$ cat config.mk
export PLATFORM = sky130hd
export DESIGN_NAME = clk_en_reset_gen
export DESIGN_NICKNAME = d
export VERILOG_FILES = /design/src/rtl/clk_en_reset_gen.sv
export SDC_FILE = /design/constraint.sdc
export NUM_CORES = 1
export LEC_CHECK = 0
export CORE_MARGIN = 5
export CORE_UTILIZATION = 30
export CTS_BUF_LIST = sky130_fd_sc_hd__clkbuf_4 sky130_fd_sc_hd__clkbuf_8
export CTS_CLUSTER_SIZE = 8
export DETAILED_ROUTE_END_ITERATION = 7
export SYNTH_ARGS = -nofsm -noshare
export SYNTH_HDL_FRONTEND = slang
export SYNTH_SLANG_ARGS = --single-unit
export TNS_END_PERCENT = 30
$ cat constraint.sdc
create_clock -name clk -period 2.3 [get_ports clk]
set_input_delay 0.345 -clock clk [delete_from_list [all_inputs] [get_ports clk]]
set_output_delay 0.345 -clock clk [all_outputs]
set_load 0.05 [all_outputs]
$ cat src/rtl/clk_en_reset_gen.sv
// Lock-qualified clock-enable and staggered reset sequencer for one fast PLL clock domain.
// Optional saturating lock-loss counter is built only when LOCK_LOSS_CNT_EN is defined.
module clk_en_reset_gen #(
  parameter int                          NUM_CH             = 4,
  parameter int                          DIV_W              = 8,
  parameter logic [NUM_CH*DIV_W-1:0]     CH_DIV             = {8'd10, 8'd5, 8'd2, 8'd1},
  parameter int                          LOCK_STABLE_CYCLES = 1024,
  parameter int                          RST_STAGGER        = 16
) (
  input  logic              clk,
  input  logic              rst,
  input  logic              pll_locked,
  output logic [NUM_CH-1:0] ce,
  output logic [NUM_CH-1:0] ch_rst,
  output logic              all_ready,
  output logic              lock_lost,
  output logic [7:0]        lock_loss_count
);

  // state      | meaning
  // WAIT_LOCK  | waiting for synchronised lock
  // STABILIZE  | counting consecutive locked cycles
  // RELEASE    | enables running, channel resets falling one by one
  // RUN        | every channel out of reset
  typedef enum logic [1:0] {WAIT_LOCK, STABILIZE, RELEASE, RUN} state_t;

  localparam int STAB_W   = $clog2(LOCK_STABLE_CYCLES);
  localparam int ELAP_MAX = (NUM_CH - 1) * RST_STAGGER;
  localparam int ELAP_W   = $clog2(ELAP_MAX + 2);
  localparam logic [STAB_W-1:0] STAB_LAST = STAB_W'(LOCK_STABLE_CYCLES - 1);

  state_t              state_q, state_d;
  logic                sync1_q, sync1_d;
  logic                locked_s_q, locked_s_d;
  logic [STAB_W-1:0]   stab_cnt_q, stab_cnt_d;
  logic [ELAP_W-1:0]   elapsed_q, elapsed_d;
  logic [NUM_CH-1:0]   hold_q, hold_d;
  logic                lock_lost_q, lock_lost_d;
  logic [DIV_W-1:0]    div_cnt_q [NUM_CH];
  logic [DIV_W-1:0]    div_cnt_d [NUM_CH];

  logic                active;
  logic [NUM_CH-1:0]   ce_c;
  logic [NUM_CH-1:0]   ch_rst_c;
  logic                all_ready_c;
  logic [31:0]         elapsed_now;

  always_comb begin
    sync1_d     = pll_locked;
    locked_s_d  = sync1_q;
    state_d     = state_q;
    stab_cnt_d  = stab_cnt_q;
    elapsed_d   = '0;
    hold_d      = '1;
    lock_lost_d = 1'b0;
    for (int i = 0; i < NUM_CH; i++) div_cnt_d[i] = '0;

    active = (state_q == RELEASE) || (state_q == RUN);
    // Elapsed is reported counting the RELEASE entry cycle as 1.
    elapsed_now = 32'(elapsed_q) + 32'd1;
    for (int i = 0; i < NUM_CH; i++) begin
      ce_c[i]     = active && (div_cnt_q[i] == (CH_DIV[i*DIV_W +: DIV_W] - DIV_W'(1)));
      ch_rst_c[i] = active ? (hold_q[i] && !(ce_c[i] &&
                    (elapsed_now >= 32'(i * RST_STAGGER)))) : 1'b1;
    end
    all_ready_c = (state_q == RUN) || ((state_q == RELEASE) && (ch_rst_c == '0));

    case (state_q)
      WAIT_LOCK: begin
        stab_cnt_d = '0;
        if (locked_s_q) state_d = STABILIZE;
      end
      STABILIZE: begin
        if (!locked_s_q) begin
          state_d    = WAIT_LOCK;
          stab_cnt_d = '0;
        end else if (stab_cnt_q == STAB_LAST) begin
          state_d    = RELEASE;
          stab_cnt_d = '0;
        end else begin
          stab_cnt_d = stab_cnt_q + STAB_W'(1);
        end
      end
      RELEASE, RUN: begin
        if (!locked_s_q) begin
          state_d     = WAIT_LOCK;
          lock_lost_d = 1'b1;
        end else begin
          hold_d    = ch_rst_c;
          elapsed_d = (elapsed_q == ELAP_W'(ELAP_MAX)) ? elapsed_q : elapsed_q + ELAP_W'(1);
          for (int i = 0; i < NUM_CH; i++)
            div_cnt_d[i] = ce_c[i] ? '0 : div_cnt_q[i] + DIV_W'(1);
          if (state_q == RELEASE && all_ready_c) state_d = RUN;
        end
      end
      default: state_d = WAIT_LOCK;
    endcase
  end

  always_ff @(posedge clk) begin
    if (rst) begin
      state_q     <= WAIT_LOCK;
      sync1_q     <= 1'b0;
      locked_s_q  <= 1'b0;
      stab_cnt_q  <= '0;
      elapsed_q   <= '0;
      hold_q      <= '1;
      lock_lost_q <= 1'b0;
      div_cnt_q   <= '{default: '0};
    end else begin
      state_q     <= state_d;
      sync1_q     <= sync1_d;
      locked_s_q  <= locked_s_d;
      stab_cnt_q  <= stab_cnt_d;
      elapsed_q   <= elapsed_d;
      hold_q      <= hold_d;
      lock_lost_q <= lock_lost_d;
      div_cnt_q   <= div_cnt_d;
    end
  end

`ifdef LOCK_LOSS_CNT_EN
  logic [7:0] loss_cnt_q, loss_cnt_d;

  always_comb begin
    loss_cnt_d = loss_cnt_q;
    if (lock_lost_q && loss_cnt_q != 8'hFF) loss_cnt_d = loss_cnt_q + 8'd1;
  end

  always_ff @(posedge clk) begin
    if (rst) loss_cnt_q <= 8'd0;
    else     loss_cnt_q <= loss_cnt_d;
  end

  assign lock_loss_count = loss_cnt_q;
`else
  assign lock_loss_count = 8'd0;
`endif

  assign ce        = ce_c;
  assign ch_rst    = ch_rst_c;
  assign all_ready = all_ready_c;
  assign lock_lost = lock_lost_q;

endmodule
Word level (Yosys, flattened, before mapping)
Cells that the tools add are included.
Widths: inputs -> output; s select.
Word-level totals
  register bits after elaboration: 57
  bits in latches: 0
  memory bits (writable): 0
  ROM bits: 0
  input port bits: 3
  output and inout bits: 18
  memories kept: 0
Operators by class
  $add $sub $neg: 7
  multiply operators: 0
  div/mod/pow operators: 0
  $lt $le $gt $ge: 4
  eq/ne operators: 11
  shift-type cells: 0
  mux-type cells: 14
  bitwise gates (word level): 2
  reductions and logical operators: 32
Operators with widths (number)
  $add 8x1->8 const B: 4
  $mux 10: 2
  $pmux 10 s2: 1
  $reduce_or 4->1: 4
  $ge 7x6->1 const B: 2
  $logic_and 1x1->1: 14
  $add 10x1->10 const B: 1
  $eq 10x10->1 const B: 1
  $mux 2: 5
  $eq 8x1->1 const B: 1
  $eq 8x3->1 const B: 1
  $eq 8x4->1 const B: 1
  $logic_not 8->1: 1
  $add 6x1->7 const B: 1
  $ge 7x1->1 const B: 1
  $ge 7x5->1 const B: 1
  $add 6x1->6 const B: 1
  $eq 6x6->1 const B: 1
  $ne 3x3->1 const B: 2
  $pmux 2 s3: 1
  $mux 1: 5
  $eq 2x2->1 const B: 2
  $logic_not 1->1: 4
  $logic_not 4->1: 1
  other kinds (9): 12

Depth between registers and ports, before layout
Gate-level depths: netlist of run 1.
  depth in word-level cells: 14
  depth in mapped cells: 9

Least setup slack after synthesis of run 1
No wires, ideal clock.
  path type: register -> output
  from: register div_cnt_q[24] (netlist bit)
  to: output port all_ready
  arrival: 1.903 ns
  data required time: 1.955 ns
  setup slack: 0.052 ns
  cell stages (with the launch flop): 9
  buffers on the path: 0
  cells stage by stage: dfxtp_1 inv_1 ha_1 or4b_4 o41ai_4 o211ai_1 a21oi_1 nand3_1 nand2_1
On the way
  cells in the longest elaborated chain, start to end: 9
RTL lines
  start: declaration: RTL line 39  | logic [DIV_W-1:0] div_cnt_q [NUM_CH];
  start signal: assignment: RTL line 118  | div_cnt_q <= div_cnt_d;
  $logic_not 8->1: RTL line 62  | ce_c[i] = active && (div_cnt_q[i] == (CH_DIV[i*DIV_W +: DIV_W] - DIV_W'(1)));
  $logic_and 1x1->1: RTL line 62
  $logic_and 1x1->1: RTL line 63  | ch_rst_c[i] = active ? (hold_q[i] && !(ce_c[i] &&
  $logic_not 1->1: RTL line 63
  $logic_and 1x1->1: RTL line 63
  $mux 1: RTL line 63
  $logic_not 4->1: RTL line 66  | all_ready_c = (state_q == RUN) || ((state_q == RELEASE) && (ch_rst_c == '0));
  $logic_and 1x1->1: RTL line 66
  $logic_or 1x1->1: RTL line 66
  end: declaration: RTL line 15  | output logic all_ready,
No other way between the ends.

Worst setup path after layout of run 1
Same ends and word-level chain as after synthesis.

==> results.yml, run 1 <==
run_status:
  outcome: "finished with violations"
  violations: "negative setup slack"
routing:
  final_antenna_net_count: 0
  first_pass_iters: 4
  drt_iter0_drc: 67
  viasPerCell: 4.50
  drc: 0
  wl_per_cell_um: 11.3
  wl_mm: 4.96
  via_count: 1981
timing:
  hold_viol: 0
  setup_tns_ns: -0.243
  fin_crit_sh: 1.10
  period_needed_ns: 2.53
  grt_setup_unrepaired: "true"
  fmaxAchievable_ghz: 0.395
  setup_violations: 2
  skew_ns: 0.00545
  finalMaxSlewViolations: 0
  fin_ws_ns: -0.234
critical_path:
  critical_path.max_stage_delay_ns: 0.48
  crit_buf_inv: 2
  criticalPathCategory: "reg2out"
  required_ns: 1.96
  crit_chain: "inv_2 -> ha_1 -> or4b_4 -> o41ai_4 -> o211ai_1 -> a21oi_1 -> nand3_1 -> nand2_2 -> buf_12"
  critPathSlowestCell: "or4b_4"
  path_max_fanout: 2
  crit_path_start: "div_cnt_q[24]"
  endpoint_kind: "output pin"
  critPathLaunchType: "register"
  crit-reg2reg-launch: "div_cnt_q[24]"
  crit_family: "simple AND/OR/NAND/NOR gates"
  worstPathArrival_ns: 2.19
global_routing:
  grt_usage: 0.0945
  antenna_found_initial: 0
  grt_pass1_wl_mm: 8.56
  first_global_vias: 1933
  grt_max_degree: 20
  overflow: 0
layout:
  multi_input_area_um2: 1440
  area_delta_synth_final_pct: 21.7
  diodes: 0
  finalCoreUtilization: 0.371
  nets: 341
  fin_cells: 440
  ff_latch_area_um2: 1150
  fill_cells: 898
  drive_above_1_share: 0.181
  design_area_um2: 3220
clock_network:
  cts_root_buf: "clkbuf_8"
  numCtsBuffers: 9
  clk_transition_reported_paths_ns: 0.06
  cts_sinks: 57
  clk_path_buf_depth: 2
  hold_buffers: 0
  htreeDepth: 3
  cts_tree: "done"
  clock_latency_ns: 0.34
synthesis:
  ys_warn_count: 0
  async_reset_ff_frac: 0
  syn_area_um2: 2650
  synth_top_area_share: 0.431
  avgSynthCellArea_um2: 8.76
  yosys_most_used_dff: "dfxtp_1"
  synth_cells: 302
  synth-seq-cells: 57
  ys_seq_area_frac: 0.431
  yosys.area.top_type: "dfxtp_1"
  synth_cell_type_count: 44
  synth_edf_count: 0
  synth_area_leaders: "dfxtp_1, xor2_1, nor2_1, ha_1, nand3_1"
place:
  io_buffers: 12
  place_inst: 423
  place_hpwl_mm: 3.54
  dpl_cell_area_um2: 2940
  routabilityCongestion: 0.777
power:
  leakage_nw: 1.23
  power.density_nw_per_um2: 605
  ir_drop_uv: 311
floorplan:
  die_area_um2: 10800
  fp.coreArea_um2: 8680
  io_pins: 21
  die_x_um: 104
  initial_core_util: 0.305
  chipHeight_um: 104
  rows: 34
hold_path:
  holdCritStartpoint: "locked_s_d"
  min_path_type: "reg2reg"
job:
  cap_viol_max_count: 0
==> registers in the layout (all words and copies together), names as in the netlist <==
signal	cells
div_cnt_q	32
stab_cnt_q	10
elapsed_q	6
hold_q	4
state_q	2
lock_lost	1
locked_s_d	1
locked_s_q	1
==> layout by cell type (no fill, tap or decap), types with 2 or more instances in the layout <==
cell type | netlist | final
inv_1 | 15 | 13
nand2b_1 | 6 | 6
clkdlybuf4s50_1 | 0 | 3
conb_1 | 1 | 8
and3_1 | 12 | 12
dfxtp_2 | 0 | 5
xnor2_1 | 10 | 10
buf_12 | 0 | 5
nand4b_1 | 2 | 2
o21ai_1 | 7 | 7
inv_2 | 1 | 3
xor2_1 | 23 | 23
ha_1 | 11 | 10
buf_6 | 0 | 2
o21ai_0 | 4 | 4
o41ai_4 | 1 | 2
buf_4 | 8 | 12
nand3_1 | 26 | 25
nor4_1 | 3 | 2
nand2_1 | 23 | 20
nor2b_1 | 6 | 6
clkbuf_8 | 1 | 10
nor2_1 | 45 | 45
a21oi_1 | 5 | 5
nor3_1 | 3 | 3
dfxtp_1 | 57 | 52
nand2_2 | 0 | 3
and2_1 | 5 | 5
clkinv_2 | 0 | 4
==> layout make-up <==
cell class                 instances  share of cell area
multi-input combinational        221               0.447
sequential                        57               0.356
timing repair buffer              22              0.0754
clock buffer                      10              0.0427
tap                              108              0.0420
inverter                          16              0.0186
clock inverter                     6              0.0179
==> worst paths after layout <==
| path | to | slack (ns) | depth (start not counted) |
|---|---|---|---|
| min | locked_s_q | 0.44 | 1 |
| min reg2reg | locked_s_q | 0.44 | 1 |
| max reg2reg | state_q[0] | 0.33 | 9 |
| max | all_ready | -0.23 | 9 |
==> cells by family after synthesis <==
logic type / share of synthesized area
and+or+nand+nor: 0.266
DFF: 0.431
adders and majority gates: 0.0520
muxes: 0.00757
other: 0.00142
AOI/OAI and AO/OA: 0.0728
buffers and inverters: 0.0600
xor gates and xnor gates: 0.109
==> routing by layer <==
metal	share of wire	vias to the layer above	global-route usage
met5	0	-	0
met4	0.011	0	0.0352
met3	0.045	7	0.0435
met2	0.45	30	0.142
met1	0.49	910	0.118
li1	-	1034	-
==> synth_stat cells (all sizes together) (2+ instances only) <==
master and number:
dfxtp 57, nor2 46, nand3 26, nand2 23
xor2 23, inv 16, and3 13, ha 11
o21ai 11, buf 10, xnor2 10, nor2b 7
nand2b 6, a21oi 5, and2 5, clkbuf 5
nor3 3, nor4 3, a31oi 2, mux2i 2
nand4b 2, o41ai 2
==> worst reg2reg max path, delay by kind of cell (launching register included) <==
kind,cells,cell delay [ns]
AOI/OAI and AO/OA,4,0.65
and+or+nand+nor,2,0.60
DFF,1,0.32
buffers and inverters,2,0.20
adders and majority gates,1,0.12
==> stage by stage <==
| step | total power [mW] | hold slack (ns) | setup WS, ns |
|---|---|---|---|
| after floorplan | 1.06 | 0.407 | 0.0517 |
| after global routing | 2.03 | 0.464 | -0.354 |
| after CTS | 1.99 | 0.448 | -0.296 |
| final | 1.95 | 0.444 | -0.234 |
| after global placement | 1.05 | 0.417 | 0.0957 |
| after detailed placement | 1.05 | 0.433 | 0.0410 |
==> power breakdown <==
group	leakage [nW]	switching, mW	internal [mW]	total, mW
sequential	0.462	0.00159	0.989	0.991
combinational	0.665	0.0341	0.00758	0.0417
clock	0.102	0.395	0.521	0.916
total	1.23	0.431	1.52	1.95
==> what timing repair did <==
action                     in CTS  in global routing
setup endpoints to repair       5                  6
setup buffers                   0                  1
resized for setup              10                 11
pin swaps                       0                  4
(Power assumes the default switching activity.)
==> run 2, diff against run 1 <==
--- a/config.mk
+++ b/config.mk
@@ -5,6 +5,7 @@
 export SDC_FILE = /design/constraint.sdc
 export NUM_CORES = 1
 export LEC_CHECK = 0
+export CAP_MARGIN = 40
 export CORE_MARGIN = 5
 export CORE_UTILIZATION = 30
 export CTS_BUF_LIST = sky130_fd_sc_hd__clkbuf_4 sky130_fd_sc_hd__clkbuf_8
==> results of run 2 <==
The final DEF is identical to that of run 1; final timing and power are the same.
==> variant (config.mk and constraints of run 2) <==
The parameter `LOCK_STABLE_CYCLES` goes from 1024 to 4096.
--- a/src/rtl/clk_en_reset_gen.sv
+++ b/src/rtl/clk_en_reset_gen.sv
@@ -6,3 +6,3 @@
   parameter logic [NUM_CH*DIV_W-1:0]     CH_DIV             = {8'd10, 8'd5, 8'd2, 8'd1},
-  parameter int                          LOCK_STABLE_CYCLES = 1024,
+  parameter int                          LOCK_STABLE_CYCLES = 4096,
   parameter int                          RST_STAGGER        = 16
Behaviour: same outputs for any inputs over 10 cycles, from zero or initial values and one cycle with rst high; that may be too few to reach the edited logic, so the function may still have changed.
==> variant against run 2 <==
  * The flow still finishes with violations (setup timing)
  * Final area increased by 6.6%
  * Sequential cell count is 2 higher
  * Area after synthesis increased by 5.9%
  * Routed wire length rose by 10%
  * Critical path depth fell by 1
  * Count of clock-buffer cells in the layout is 1 higher
  * Global-route usage increased by 1.1 points
  * Sequential share of layout area fell by 0.77 points
  * Power is 14% higher
  * Fmax grew 4.8%
  * Setup slack better by 0.12 ns
  * Cell count up 2.7%
  * First-iteration DRC count grew 46%
  * Largest power group is now the clock network
  * Highest routed layer unchanged
==> variant: results (changes against run 2) <==
- The via count came to 2115 (+6.8%).
- DR top layer: met4
- Overall Global Routing Usage: 10.55% (+1.1 points)
- Yosys Warn Count: 0 (unchanged)
* Reg-to-reg slack, setup: 0.58 ns (+0.25 ns)
- Worst path setup slack after routing: -0.1190 ns (+0.1151 ns)
* Cts bufs inserted: 9 (unchanged)
* Insertion delay of the later-clocked pin in the worst-skew pair: 0.33 ns
- The sum of met2 wire segment lengths after detailed routing came to 2582 µm (+15%).
- The largest net degree at the start of global routing came to 16 (-20%).
- The largest registers in the layout are div_cnt_q (32), stab_cnt_q (12), elapsed_q (6).
- The worst clock skew is 0.005646 ns (+0.0001958 ns).
* Number of nets in the finished design: 350 (+2.6%)
- Worst IR drop on VDD: 0.4758 mV (+53%)
- Static leakage: 1.301 nW (+5.8%)
- Tracing the worst setup path back leads to its startpoint at div_cnt_q[17].
* Status: complete, but fails checks
- Setup TNS Final: -0.1190 ns (+0.1241 ns)
- The most used flip-flop cell after synthesis is sky130_fd_sc_hd__dfxtp_1.
* Top cells by count, synth: sky130_fd_sc_hd__dfxtp_1 (59), sky130_fd_sc_hd__nor2_1 (54), sky130_fd_sc_hd__nand3_1 (26)
- Worst-path cell with the longest stage delay: sky130_fd_sc_hd__dfxtp_2
- The path depth of the worst reg2reg path came to 5 (-4).
- Number of optimization iterations in the first detailed-route pass: 4 (unchanged)
* Arrival time worst endpoint: 2.07 ns (-0.12 ns)
- Weighted congestion reported at the end of routability-driven placement: 0.8013 (+3.2%)
- Synth area leaders: sky130_fd_sc_hd__dfxtp_1 (42%), sky130_fd_sc_hd__nor2_1 (7.2%), sky130_fd_sc_hd__xor2_1 (7.2%)
- The number of antenna violations at the first check in global routing was 0 (unchanged).
- The met1 wire length came to 2583 µm (+6.5%).
- The clock slew seen by the registers of the worst setup and hold paths is 0.06 ns (about the same).
- Layout cell share with drive strength beyond 1: 17.30% (-0.77 points)
- Maximum frequency from static timing analysis: 0.4134 GHz (+4.8%)
- Ys async rst share: 0% (unchanged)
- The largest incremental delay on the critical path is 0.33 ns (-0.15 ns).
* Final setup violation count: 1 (-1)
* Detailed-routed wire length on met3: 246 µm (+11%)
* Number of buffers on the longest clock path: 2 (unchanged)
* Starting DRC count in detailed routing: 98 (+46%)
- The count of unresolved DRC violations after routing was 0 (unchanged).
* Crit Reg-Reg Endpoint: stab_cnt_q[11]
- Post-detail-place hpwl: 3886 µm (+9.8%)
* Global-route wire length before repair: 9646 µm (+13%)
- The number of antenna repair diodes was 0 (unchanged).
* Worst hold path type: reg -> reg
- DR WL/cell: 12.08 µm (+7.2%)
- The final reports fail on setup timing.
- The sequential-to-total area share from yosys stat was 42.14% (-0.98 points).
* Startpoint of the worst register-to-register path: stab_cnt_q[3]
* Maximum net fanout on the critical path: 4 (+2)
* Count of cell types in the netlist: 43 (-2.3%)
* Root buffer cell: sky130_fd_sc_hd__clkbuf_8
==> variant: final cells by class <==
type                    instances  area, µm²
clock buffers                  11      145.1
clock inverters                 5      100.1
fillers                       897       5720
inverters                      14      52.55
multi-input cells             231       1548
flip-flops and latches         59       1196
well taps                     111      138.9
repair buffers                 21      251.5
==> variant: worst max-delay path: cells and delay by family (launching register included) <==
kind / cells / cell delay (ns)
simple gates: 3 / 0.61
compound gates: 2 / 0.44
flops: 1 / 0.33
buf+inv: 2 / 0.21
fa+ha+maj: 1 / 0.15
==> variant: repair_timing <==
action / in CTS / in global routing
pin swaps: 2 / 5
endpoints found under the setup margin: 4 / 5
buffers inserted: 1 / 0
resized for setup: 13 / 6
==> variant: where the power goes <==
group	total (W)	internal, W	switching (W)
Clock	0.00115	0.000758	0.000390
Sequential	0.00102	0.00102	0.00000151
Combinational	0.0000434	0.00000774	0.0000356
Total	0.00221	0.00179	0.000427
==> variant: logic make-up after synthesis <==
logic type      share of synthesized area, %
other cells                           0.1338
xor+xnor                               10.31
compound gates                         8.483
simple gates                           28.30
mux                                   0.7143
buf+inv                                4.999
fa+ha+maj                              4.911
flops                                  42.14
==> variant: how the worst min path moves through the flow <==
stage,slack (ns),startpoint,depth (start not counted),to
floorplan,0.41,locked_s_q,1,lock_lost
global placement,0.42,locked_s_d,1,locked_s_q
detailed placement,0.43,locked_s_d,1,locked_s_q
CTS,0.45,locked_s_d,1,locked_s_q
global route,0.45,locked_s_d,1,locked_s_q
finish,0.44,locked_s_d,1,locked_s_q
==> variant: per-layer routing <==
layer,vias to the layer above,global-route usage [%]
li1,1091,-
met1,986,13.38
met2,32,16.59
met3,6,4.756
met4,0,2.192
met5,-,0
==> variant: stage by stage <==
| stage | area [µm²] | total power (W) | cells | worst slack (ns) | util, % |
|---|---|---|---|---|---|
| 3_5_place_dp | 3113 | 0.001091 | 435 | 0.06677 | 34.01 |
| 3_3_place_gp | 3113 | 0.001091 | 435 | 0.1346 | 34.01 |
| 2_1_floorplan | 2829 | 0.001094 | 318 | 0.07303 | - |
| 5_1_grt | 3432 | 0.002294 | 452 | -0.2759 | 37.50 |
| 4_1_cts | 3413 | 0.002241 | 452 | -0.1424 | 37.29 |
| 6_report | 3432 | 0.002214 | 452 | -0.1190 | 37.50 |
